### config.mk
export PLATFORM = sky130hd
export DESIGN_NAME = sum_sched
export DESIGN_NICKNAME = d
export VERILOG_FILES = /design/src/rtl/sum_pkg.sv /design/src/rtl/sum_acc.sv /design/src/rtl/sum_sched.sv
export SDC_FILE = /design/constraint.sdc
export NUM_CORES = 1
export LEC_CHECK = 0
export ABC_CLOCK_PERIOD_IN_PS = 3700
export CORE_ASPECT_RATIO = 0.75
export CORE_MARGIN = 1
export CORE_UTILIZATION = 30
export CTS_CLUSTER_DIAMETER = 40
export CTS_CLUSTER_SIZE = 14
export DETAILED_ROUTE_END_ITERATION = 8
export GPL_TIMING_DRIVEN = 0
export PLACE_DENSITY = 0.55
export SLEW_MARGIN = 20
export SYNTH_ARGS = -nofsm -noshare
export SYNTH_HDL_FRONTEND = slang
export SYNTH_HIERARCHICAL = 1
export SYNTH_SLANG_ARGS = --single-unit
### constraint.sdc
create_clock -name clk -period 3.7 [get_ports clk]
set_input_delay 0.555 -clock clk [delete_from_list [all_inputs] [get_ports clk]]
set_output_delay 0.555 -clock clk [all_outputs]
set_load 0.02 [all_outputs]
### src/rtl/sum_pkg.sv
// Shared types, default sizes and the round-robin winner search for sum_sched.
package sum_pkg;

    localparam int unsigned NREQ_DEF = 4;
    localparam int unsigned NW_DEF   = 6;
    localparam int unsigned SW_DEF   = 8;

    typedef enum logic [1:0] {
        ST_IDLE = 2'd0,
        ST_ACC  = 2'd1,
        ST_DONE = 2'd2
    } state_e;

    // First set request at ptr+1, ptr+2, ... modulo nreq; ptr when none is set.
    function automatic logic [2:0] rr_next(input logic [7:0] req,
                                           input logic [2:0] ptr,
                                           input int unsigned nreq);
        logic [2:0]  win;
        int unsigned idx;
        win = ptr;
        for (int unsigned i = 8; i > 0; i--) begin
            if (i <= nreq) begin
                idx = (32'(ptr) + i) % nreq;
                if (req[3'(idx)]) win = 3'(idx);
            end
        end
        return win;
    endfunction

endpackage

### src/rtl/sum_acc.sv
// SW-bit wrapping accumulator with synchronous clear and a sticky carry-out flag.
module sum_acc
    import sum_pkg::*;
#(
    parameter int unsigned SW = SW_DEF
) (
    input  logic          clk,
    input  logic          reset,
    input  logic          i_clr,
    input  logic          i_add_en,
    input  logic [SW-1:0] i_addend,
    output logic [SW-1:0] o_acc,
    output logic          o_ovf
);

    logic [SW:0]   w_sum;
    logic          w_carry;
    logic [SW-1:0] r_acc;
    logic          r_ovf;

    assign w_sum   = {1'b0, r_acc} + {1'b0, i_addend};
    assign w_carry = w_sum[SW];

    always_ff @(posedge clk or negedge reset) begin
        if (!reset) begin
            r_acc <= '0;
            r_ovf <= 1'b0;
        end else if (i_clr) begin
            r_acc <= '0;
            r_ovf <= 1'b0;
        end else if (i_add_en) begin
            r_acc <= w_sum[SW-1:0];
            r_ovf <= r_ovf | w_carry;
        end
    end

    assign o_acc = r_acc;
    assign o_ovf = r_ovf;

endmodule

### src/rtl/sum_sched.sv
// Round-robin scheduler sharing one sequential 1+2+..+n accumulator among NREQ requesters.
module sum_sched
    import sum_pkg::*;
#(
    parameter int unsigned NREQ = NREQ_DEF,
    parameter int unsigned NW   = NW_DEF,
    parameter int unsigned SW   = SW_DEF
) (
    input  logic               clk,
    input  logic               reset,
    input  logic [NREQ-1:0]    req,
    input  logic [NREQ*NW-1:0] n,
    output logic [NREQ-1:0]    gnt,
    output logic               busy,
    output logic [NREQ-1:0]    done,
    output logic [SW-1:0]      sum,
    output logic               ovf
);

    state_e          r_state;
    state_e          w_state_nxt;
    logic [NREQ-1:0] r_gnt;
    logic [NREQ-1:0] w_gnt_nxt;
    logic [NREQ-1:0] r_done;
    logic            r_busy;
    logic [2:0]      r_ptr;
    logic [2:0]      r_win;
    logic [2:0]      w_win;
    logic [NW-1:0]   r_nreg;
    logic [NW-1:0]   r_k;
    logic [NW-1:0]   w_n_win;
    logic            w_any;
    logic            w_grant;
    logic            w_add_en;

    assign w_any   = |req;
    assign w_win   = rr_next(8'(req), r_ptr, NREQ);
    assign w_n_win = n[32'(w_win)*NW +: NW];

    // Next state, grant vector and datapath strobes.
    always_comb begin
        w_state_nxt = r_state;
        w_gnt_nxt   = r_gnt;
        w_grant     = 1'b0;
        w_add_en    = 1'b0;
        case (r_state)
            ST_IDLE: begin
                if (w_any) begin
                    w_grant     = 1'b1;
                    w_gnt_nxt   = NREQ'(1) << w_win;
                    w_state_nxt = (w_n_win == '0) ? ST_DONE : ST_ACC;
                end
            end
            ST_ACC: begin
                w_add_en = 1'b1;
                if (r_k == r_nreg) w_state_nxt = ST_DONE;
            end
            ST_DONE: begin
                w_gnt_nxt   = '0;
                w_state_nxt = ST_IDLE;
            end
            default: begin
                w_gnt_nxt   = '0;
                w_state_nxt = ST_IDLE;
            end
        endcase
    end

    always_ff @(posedge clk or negedge reset) begin
        if (!reset) begin
            r_state <= ST_IDLE;
            r_gnt   <= '0;
            r_done  <= '0;
            r_busy  <= 1'b0;
            r_ptr   <= 3'(NREQ - 1);
            r_win   <= '0;
            r_nreg  <= '0;
            r_k     <= '0;
        end else begin
            r_state <= w_state_nxt;
            r_gnt   <= w_gnt_nxt;
            r_busy  <= (w_state_nxt != ST_IDLE);
            r_done  <= (w_state_nxt == ST_DONE) ? w_gnt_nxt : '0;
            if (w_grant) begin
                r_win  <= w_win;
                r_nreg <= w_n_win;
                r_k    <= NW'(1);
            end else if (w_add_en && (r_k != r_nreg)) begin
                r_k <= r_k + NW'(1);
            end
            if (r_state == ST_DONE) r_ptr <= r_win;
        end
    end

    sum_acc #(.SW(SW)) u_acc (
        .clk      (clk),
        .reset    (reset),
        .i_clr    (w_grant),
        .i_add_en (w_add_en),
        .i_addend (SW'(r_k)),
        .o_acc    (sum),
        .o_ovf    (ovf)
    );

    assign gnt  = r_gnt;
    assign done = r_done;
    assign busy = r_busy;

endmodule

# == Word-level counts from Yosys, hierarchy flattened ==
# Cells that the tools add are included.
# classes
addsub,6
n_mul,1
n_lt_le_gt_ge,4
n_eq_ne,5
shifts,2
muxes,28
bitwise,1
n_reduce_logical,7
# ops
operator,n
variable part select 24 x 7 -> 6 bit,1
less-than comparator 2 x 4 -> 1 bit (second input constant),4
2-to-1 mux 8 bit,2
2-to-1 mux 3 bit,4
2-to-1 mux 6 bit,2
adder 8 x 6 -> 9 bit,1
2-to-1 mux 1 bit,9
binary-select mux 1 bit (select 2 bit),4
2-to-1 mux 4 bit,2
one-hot mux 4 bit (2 select lines),1
adder 6 x 1 -> 6 bit (second input constant),1
equality test 6 bit,1
logical NOT 6 bit,1
2-to-1 mux 2 bit,3
!= test 6 bit,1
nonzero test 2 bit,3
multiplier 3 x 2 -> 5 bit (second input constant),1
adder 2 x 1 -> 2 bit (second input constant),2
adder 2 bit (second input constant),2
equality test 2 bit (second input constant),2
one-hot mux 2 bit (2 select lines),1
OR reduction 4 bit,1
left shift 1 x 3 -> 4 bit (first input constant),1
equality test 2 x 1 -> 1 bit (second input constant),1
3 further kinds,3
# totals
ff_bits,38
input_bits,30

# == Logic depth before layout (Yosys ltp) ==
# Gate-level depths: netlist (run 1).
# logic_depth
word_depth,15
mapped_depth,10
depth_no_buf,7

# == Modules after synthesis ==
# Netlist (run 1), hierarchy kept.
# by_module_without_submodules
module,n_inst,cells_per_inst,area_each_um2,seq_area_each_um2
sum_sched,1,170,1511.4,678.2
sum_acc,1,72,693.2,225.2

# == Worst setup path before layout (run 1) ==
# No wires, ideal clock.
# synth_timing
path_kind,input port to flip-flop
from,input port req[3]
to,register u_acc.r_acc[3] (netlist: u_acc/o_acc[3])
setup_time_ns,0.095
t_arrival_ns,2.621
path_slack_ns,0.984
path_stages,8
path_buffers,3
cell_sequence,o41ai_1 -> or2_2 -> clkbuf_1 -> inv_1 -> clkbuf_1 -> clkbuf_1 -> nand2b_1 -> o31ai_1
# synth_between
elab_chain_len,4
elab_cells_between_ends,5
cone_classes,mux (3); reduce/logical (2)
# synth_rtl
element,line_no,source
start: declaration,sum_sched.sv:11,"input logic [NREQ-1:0] req,"
OR reduction 4 bit *,sum_sched.sv:36,assign w_any = |req;
2-to-1 mux 1 bit *,sum_sched.sv:48,if (w_any) begin
2-to-1 mux 1 bit *,sum_sched.sv:46,case (r_state)
net w_grant,sum_sched.sv:33,logic w_grant;
2-to-1 mux 8 bit / nonzero test 2 bit (equally long branches),n/a,
end signal: assignment,sum_acc.sv:32,r_acc <= w_sum[SW-1:0];
end: declaration,sum_acc.sv:18,logic [SW-1:0] r_acc;
# Mark *: on every way through the listed nets, which the timed path passes. The rest lies on a longest branch.
# A chain may end at the register's enable or synchronous reset.

# == Worst setup path in the final report (run 1) ==
# Same ends and word-level chain as after synthesis.

==> impl_metrics.json, run 1 <==
{
  "core_sq_um": 6960,
  "tns_ns": 0,
  "num_io_pins": 48,
  "dpl-instance-area_sq_um": 2820,
  "num_rows": 26,
  "avgRoutedWirePerCell_um": 13.5,
  "fin_area_sq_um": 2940,
  "hpwlAfterDp_um": 4110,
  "cts_resized": 0,
  "crit_path_end_kind": "flip-flop",
  "post-place-ws_ns": -0.209,
  "area_growth_pct": 33.1,
  "syn_area_sq_um": 2200,
  "comb_power_share_pct": 54.4,
  "dieHeight_um": 76.2,
  "yosysTopAreaCell": "dfrtp_1",
  "async_flop_share_pct": 100,
  "path_class": "input port to flip-flop",
  "start_util_pct": 31.7,
  "drtAntennaViolNets": 0,
  "cts_setup_buffers": 0,
  "syn_area_per_cell_sq_um": 9.11,
  "grt_max_degree": 31,
  "die_area_sq_um": 7700,
  "seqPwrFrac_pct": 30.4,
  "cts_buffers": 5,
  "clkTransAtPathRegs_ns": 0.08,
  "die_w_um": 101,
  "holdBufCountCts": 0,
  "synth_edf_count": 0,
  "finalSetupViolations": 0,
  "grt_pass1_wl_um": 9150,
  "yosysUniqueCellTypes": 51,
  "root_buffer": "clkbuf_8",
  "fin_util_pct": 42.2,
  "final-hold-violation-count": 0,
  "syn_inst": 242,
  "nFillCells": 717,
  "cp-start-kind": "input port",
  "slew_viol_final": 0,
  "timing.hold.ws_ns": 0.100,
  "max_slew_margin_pct": 53.5,
  "ys_top_cells_by_area": "dfrtp_1 39%, nand2_1 8.0%, ha_1 5.1%",
  "cts_tree": "built",
  "final_common_cell": "nand2_1",
  "yosysSeqAreaShare_pct": 41.0,
  "grt_usage_pct": 14.9,
  "hp-class": "input port to asynchronous set/reset pin",
  "skew_ns": 0.00523,
  "tightest_slew_ns": 0.689,
  "post-route-period-util_pct": 86.7,
  "cp.required_ns": 3.89,
  "overflow": 0,
  "mostFrequentLayoutCells": "47 x nand2_1, 46 x clkdlybuf4s50_1, 34 x dfrtp_1",
  "via_per_inst": 4.73,
  "drtIter0Drc": 82,
  "power_density_nw_per_um2": 779,
  "routed_wl_um": 5340,
  "synth_flop_cell": "dfrtp_1",
  "grt_pass1_vias": 1894,
  "crit_fanout": 10,
  "status": "complete, no violations",
  "drive_above_1_share_pct": 11.7,
  "fin_nets": 338,
  "ys_ff_latch": 36,
  "arrival_ns": 3.40,
  "route.vias.total": 1879,
  "htree_num_levels": 2,
  "gp_congestion": 0.743,
  "ir_drop_mv": 0.376,
  "yosys_warnings": 6,
  "dr.pass1.iters": 4,
  "clkSinkCount": 36,
  "fin_crit_ns": 3.21,
  "finalWorstSetupSlack_ns": 0.491,
  "clkPwrFrac_pct": 15.2,
  "clk_latency_ns": 0.28,
  "post-route-drc-count": 0,
  "io_buffers": 47,
  "yosys.area.top_type_share_pct": 38.6,
  "antenna_found_initial": 0,
  "p_leak_uw": 0.00124,
  "maxCapViolCount": 0,
  "maxClockFrequency_mhz": 312,
  "switchingPower_uw": 953,
  "power.internal_uw": 1330,
  "rsz0062_at_grt": "no",
  "antenna_cells": 0,
  "swShare_pct": 41.7,
  "max-clock-path-buffers": 2
}
-- through the flow --
step           total power (uW)  instances
3_3_place_gp               1930        388
5_1_grt                    2490        397
2_1_floorplan              1560        243
3_5_place_dp               1940        389
4_1_cts                    2300        397
6_report                   2290        397
-- worst paths after layout --
kind / start / endpoint / slack (ns) / cells past startpoint
max in group asynchronous: reset / r_nreg[5] / 3.19 / 2
min in group clk: r_win[1] / r_win[1] / 0.49 / 2
min: reset / gnt[0] / 0.10 / 1
max reg2reg: r_ptr[1] / done[2] / 0.95 / 8
max: req[3] / u_acc/o_acc[3] / 0.49 / 9
min reg2reg: r_win[1] / r_win[1] / 0.49 / 2
-- cells by family after synthesis --
logic type / share of synthesized area [%]
and+or+nand+nor: 21.8
xor gates and xnor gates: 6.36
DFF: 41.0
buffers and inverters: 3.06
adders and majority gates: 6.02
muxes: 3.58
other: 0.170
AOI/OAI and AO/OA: 18.0
-- synth_stat cells (all sizes together) (2+ instances only) --
cell type and n:
a211oi 13, a21boi 5, a21oi 14, a32oi 3, buf 5, clkbuf 4, dfrtp 34, dfstp 2
ha 9, inv 4, mux2 4, mux2i 3, nand2 47, nand2b 6, nand4 3, nor2 19
nor3 12, o21ai 10, o31ai 3, or2 2, or2b 3, or3 4, xnor2 8, xor2 8
-- per-layer routing --
metal  track usage [%]  vias up  wire length (um)
li1                  -      968                 -
met1              22.2      888              2950
met2              21.9       21              2240
met3              3.21        2               118
met4              3.33        0                27
met5                 0        -                 0
-- worst max-delay path, cell delays in order --
cell and delay (ns):
clkdlybuf4s50_1 0.51, o41ai_2 0.73, or2_2 0.22, clkbuf_1 0.24, inv_1 0.11, clkbuf_1 0.23
clkbuf_1 0.31, nand2b_1 0.26, o31ai_1 0.24
-- power groups by stage --
stage / Sequential, uW / Combinational (uW) / Clock [uW]
global placement: 703 / 1230 / 0
global route: 719 / 1390 / 377
floorplan: 758 / 802 / 0
detailed placement: 704 / 1240 / 0
finish: 694 / 1240 / 348
CTS: 698 / 1250 / 357
-- sequential cells by signal, indices dropped and copies added (netlist names) --
register	flops
r_nreg	6
u_acc/o_acc	8
busy	1
r_ptr	2
gnt	4
r_win	2
r_k	6
r_state	2
u_acc/o_ovf	1
done	4
-- layout make-up --
type                            instances  area [sq um]  area share (%)
Clock inverter                          3          42.5            1.45
Clock buffer                            5          68.8            2.34
Buffer                                  9          52.6            1.79
Multi-Input combinational cell        194          1240            42.4
Sequential cell                        36           903            30.8
Timing Repair Buffer                   48           485            16.5
Inverter                                4          15.0           0.512
Tap cell                               98           123            4.18
Power figures use the tool's default switching activity.
==> run 2: changes to the inputs <==
- RECOVER_POWER: unset -> 100
- REMOVE_ABC_BUFFERS: unset -> 1
==> run 2 against run 1 <==
Critical path type unchanged. Worst hold slack better by 0.27 ns. First-iteration DRC count up 34%. Sequential share of layout area up 0.68 points. Routed wire length down 5.0%.
==> impl_metrics.json, run 2 (synthesized netlist as in run 1, its figures left out) <==
{
  "status": "complete, no violations",
  "ir_drop_mv": 0.219,
  "grt_max_degree": 22,
  "power.total_uw": 2210,
  "arrival_ns": 3.56,
  "mostFrequentLayoutCells": "47 x nand2_1, 34 x dfrtp_1, 27 x clkdlybuf4s50_1",
  "clkSinkCount": 36,
  "hp-class": "input port to asynchronous set/reset pin",
  "cpPeakStageDelay_ns": 0.67,
  "slew_viol_final": 0,
  "dp.cells": 381,
  "die_w_um": 101,
  "finalWorstSetupSlack_ns": 0.346,
  "r2r_slack_ns": 0.75,
  "final-hold-violation-count": 0,
  "final_cells": 389,
  "gp_congestion": 0.742,
  "grt_pass1_vias": 1860,
  "critPathSlowestCell": "dlygate4sd3_1",
  "crit_fanout": 15,
  "root_buffer": "clkbuf_8",
  "post-route-drc-count": 0,
  "critPathBufInv": 1,
  "max-clock-path-buffers": 2,
  "post-route-period-util_pct": 90.6,
  "rsz0062_at_grt": "no",
  "cp-start-kind": "input port",
  "largest_reg_flops": 8,
  "via_per_inst": 4.75,
  "cpLargestDelayFamily": "simple AND/OR/NAND/NOR gates",
  "cts_setup_buffers": 0,
  "antenna_found_initial": 0,
  "skew_ns": 0.00985,
  "multi_input_area_sq_um": 1240,
  "path_cells": "dlygate4sd3_1 > or2b_1 > a21boi_2 > or3_1 > a211oi_1 > o22ai_1 > or4_1 > a21boi_0",
  "maxCapViolCount": 0,
  "route.vias.total": 1848,
  "area_growth_pct": 30.2,
  "num_io_pins": 48,
  "fin_crit_ns": 3.35,
  "overflow": 0,
  "cp.required_ns": 3.90,
  "routed_wl_um": 5080,
  "hpwlAfterDp_um": 3910,
  "dr.pass1.iters": 4,
  "core_sq_um": 6960,
  "io_buffers": 47,
  "htree_num_levels": 2,
  "final_common_cell": "nand2_1",
  "cts_buffers": 5,
  "clk_latency_ns": 0.29,
  "dieHeight_um": 76.2,
  "ff_latch_area_sq_um": 903,
  "path_class": "input port to flip-flop",
  "avgRoutedWirePerCell_um": 13.0,
  "p_leak_uw": 0.00124,
  "antenna_cells": 0,
  "grt_pass1_wl_um": 9140,
  "drtAntennaViolNets": 0,
  "maxClockFrequency_mhz": 298,
  "post-place-ws_ns": 0.217,
  "grt_usage_pct": 14.9,
  "crit_path_end_kind": "flip-flop",
  "timing.hold.ws_ns": 0.372,
  "nFillCells": 712,
  "cts_tree": "built",
  "start_util_pct": 31.7,
  "drtIter0Drc": 110,
  "cts_resized": 0,
  "power_density_nw_per_um2": 769,
  "clkTransAtPathRegs_ns": 0.08,
  "num_rows": 26,
  "drive_above_1_share_pct": 9.62,
  "finalSetupViolations": 0,
  "tightest_slew_ns": 1.13,
  "max_slew_margin_pct": 24.4,
  "holdBufCountCts": 0,
  "fin_nets": 330,
  "die_area_sq_um": 7700
}
-- run 2: changes by cell type in the layout (fill, tap and decap cells not counted), moves of 2 or more --
cell / previous run / this run
a21boi_0: 0 / 2
a21boi_1: 4 / 2
buf_2: 4 / 0
buf_6: 2 / 0
clkbuf_1: 4 / 2
clkdlybuf4s50_1: 46 / 27
dlygate4sd3_1: 0 / 19
-- run 2: worst paths after layout --
| kind | depth (start not counted) | to | startpoint |
|---|---|---|---|
| worst max register to register | 7 | done[0] | r_ptr[0] |
| min in group clk | 2 | r_win[1] | r_win[1] |
| worst min register to register | 2 | r_win[1] | r_win[1] |
| worst max-delay path | 8 | done[0] | req[3] |
| worst min-delay path | 1 | u_acc/o_ovf | reset |
| max in group asynchronous | 2 | r_nreg[4] | reset |
-- run 2: report_power, final --
part,internal (uW),switching [uW]
Sequential,556,136
Combinational,520,651
Clock,199,146
Total,1280,932
-- run 2: metrics by stage --
stage,TNS [ns],instance area [sq um],utilization (%)
floorplan,0,2160,-
detailed placement,0,2790,40.1
finish,0,2870,41.2
global placement,-1.67,2750,39.5
global route,0,2870,41.2
CTS,0,2900,41.7
-- run 2: cell type report --
type	instances	area share, %
multi-input combinational	194	43.3
sequential	36	31.5
timing repair buffer	49	16.6
tap	98	4.27
clock buffer	5	2.40
clock inverter	3	1.48
inverter	4	0.523
-- run 2: per-layer routing --
| layer | up-vias | GRT usage, % | wire, um |
|---|---|---|---|
| met5 | - | 0 | 0 |
| met1 | 853 | 22.2 | 2750 |
| met3 | 3 | 2.84 | 167 |
| li1 | 960 | - | - |
| met2 | 32 | 22.2 | 2140 |
| met4 | 0 | 3.48 | 18 |
==> run 3: changes to the inputs <==
==> constraint.sdc (replaced) <==
create_clock -name clk -period 3.7 [get_ports clk]
set_input_delay 0.74 -clock clk [delete_from_list [all_inputs] [get_ports clk]]
set_output_delay 0.74 -clock clk [all_outputs]
set_load 0.02 [all_outputs]
==> run 3 against run 2 <==
Register-to-register slack better by 0.11 ns. Via count up 0.43%. Setup slack lost 0.085 ns. Critical endpoint is now done[2]. Largest power group unchanged.
==> impl_metrics.json, run 3 (synthesized netlist as in run 1, its figures left out) <==
{
  "core_sq_um": 6960,
  "cts_resized": 0,
  "antenna_found_initial": 0,
  "wl_met3_um": 151,
  "power_density_nw_per_um2": 769,
  "cts_tree": "built",
  "mostFrequentLayoutCells": "47 x nand2_1, 34 x dfrtp_1, 27 x clkdlybuf4s50_1",
  "path_class": "input port to flip-flop",
  "hpwlAfterDp_um": 3910,
  "post-place-ws_ns": 0.0320,
  "clkSinkCount": 36,
  "power.total_uw": 2210,
  "post-route-period-util_pct": 93.0,
  "root_buffer": "clkbuf_8",
  "antenna_cells": 0,
  "grt_max_degree": 22,
  "die_w_um": 101,
  "final_cells": 389,
  "clk_latency_ns": 0.29,
  "holdBufCountCts": 0,
  "tightest_slew_ns": 1.14,
  "skew_ns": 0.0106,
  "gp_congestion": 0.742,
  "cts_buffers": 5,
  "num_rows": 26,
  "max-clock-path-buffers": 2,
  "rsz0062_at_grt": "no",
  "r2r_slack_ns": 0.86,
  "reg2reg_from": "r_ptr[0]",
  "grt_usage_pct": 14.9,
  "largest_reg_flops": 8,
  "die_area_sq_um": 7700,
  "avgRoutedWirePerCell_um": 13.1,
  "p_leak_uw": 0.00124,
  "start_util_pct": 31.7,
  "route.vias.total": 1856,
  "slew_viol_final": 0,
  "grt_pass1_wl_um": 9140,
  "dr.pass1.iters": 4,
  "drtAntennaViolNets": 0,
  "r2r-end": "done[2]",
  "r2r_cells": 7,
  "tns_ns": 0,
  "ir_drop_mv": 0.219,
  "nFillCells": 710,
  "post-route-drc-count": 0,
  "maxClockFrequency_mhz": 291,
  "whs_endpoint": "r_win[1]",
  "drtIter0Drc": 109,
  "area_growth_pct": 30.4,
  "finalSetupViolations": 0,
  "min_from": "r_win[1]",
  "crit_path_end_kind": "flip-flop",
  "cts_setup_buffers": 0,
  "dp.cells": 381,
  "top_layer_used": "met4",
  "final_common_cell": "nand2_1",
  "finalWorstSetupSlack_ns": 0.261,
  "overflow": 0,
  "dieHeight_um": 76.2,
  "htree_num_levels": 2,
  "final-hold-violation-count": 0,
  "maxCapViolCount": 0,
  "grt_pass1_vias": 1860,
  "drive_above_1_share_pct": 9.97,
  "cp.required_ns": 3.91,
  "cp-start-kind": "input port",
  "wl_met2_um": 2140,
  "hp-class": "flip-flop to flip-flop",
  "min_path_cells": 2,
  "fin_nets": 330,
  "crit_fanout": 15,
  "num_io_pins": 48,
  "via_per_inst": 4.77,
  "max_slew_margin_pct": 24.3,
  "fin_crit_ns": 3.44,
  "io_buffers": 47,
  "arrival_ns": 3.65,
  "status": "complete, no violations",
  "clkTransAtPathRegs_ns": 0.08,
  "routed_wl_um": 5100,
  "met1_length_um": 2790
}
## run 3: how the worst max path moves through the flow
stage	start	end	slack, ns	depth (start not counted)
detailed placement	req[3]	done[0]	0.03	8
global route	req[3]	done[2]	0.09	8
finish	req[3]	done[2]	0.26	8
CTS	req[3]	done[0]	0.33	8
global placement	req[2]	done[3]	-0.54	6
floorplan	req[2]	done[0]	0.79	5
## run 3: layout make-up
cell class / instances / area (sq um) / share of cell area (%)
clock buffer: 5 / 68.8 / 2.39
clock inverter: 3 / 42.5 / 1.48
inverter: 4 / 15.0 / 0.522
multi-input combinational: 194 / 1250 / 43.4
sequential: 36 / 903 / 31.4
tap: 98 / 123 / 4.26
timing repair buffer: 49 / 475 / 16.5
## run 3: per-stage QoR
stage | util (%) | instance area (sq um) | hold WS (ns)
after floorplan | - | 2160 | 0.444
after global placement | 39.5 | 2750 | 0.465
after detailed placement | 40.1 | 2790 | 0.478
after CTS | 41.7 | 2900 | 0.396
after global routing | 41.3 | 2880 | 0.532
final | 41.3 | 2880 | 0.491
## run 3: per-layer routing
layer  global-route usage, %  vias to the layer above
met1                    22.2                      863
met3                    2.84                        3
met5                       0                        -
met2                    22.2                       31
met4                    3.48                        0
li1                        -                      959
## run 3: where the power goes
group,switching [uW],internal [uW],total [uW]
clock,146,199,346
sequential,136,556,692
combinational,654,521,1180
## run 3: critical path, cell delays in order
cell and delay [ns]:
dlygate4sd3_1 0.67, or2b_1 0.15, a21boi_2 0.13, or3_1 0.61
a211oi_1 0.38, o22ai_1 0.17, or4_4 0.60, a21boi_0 0.18
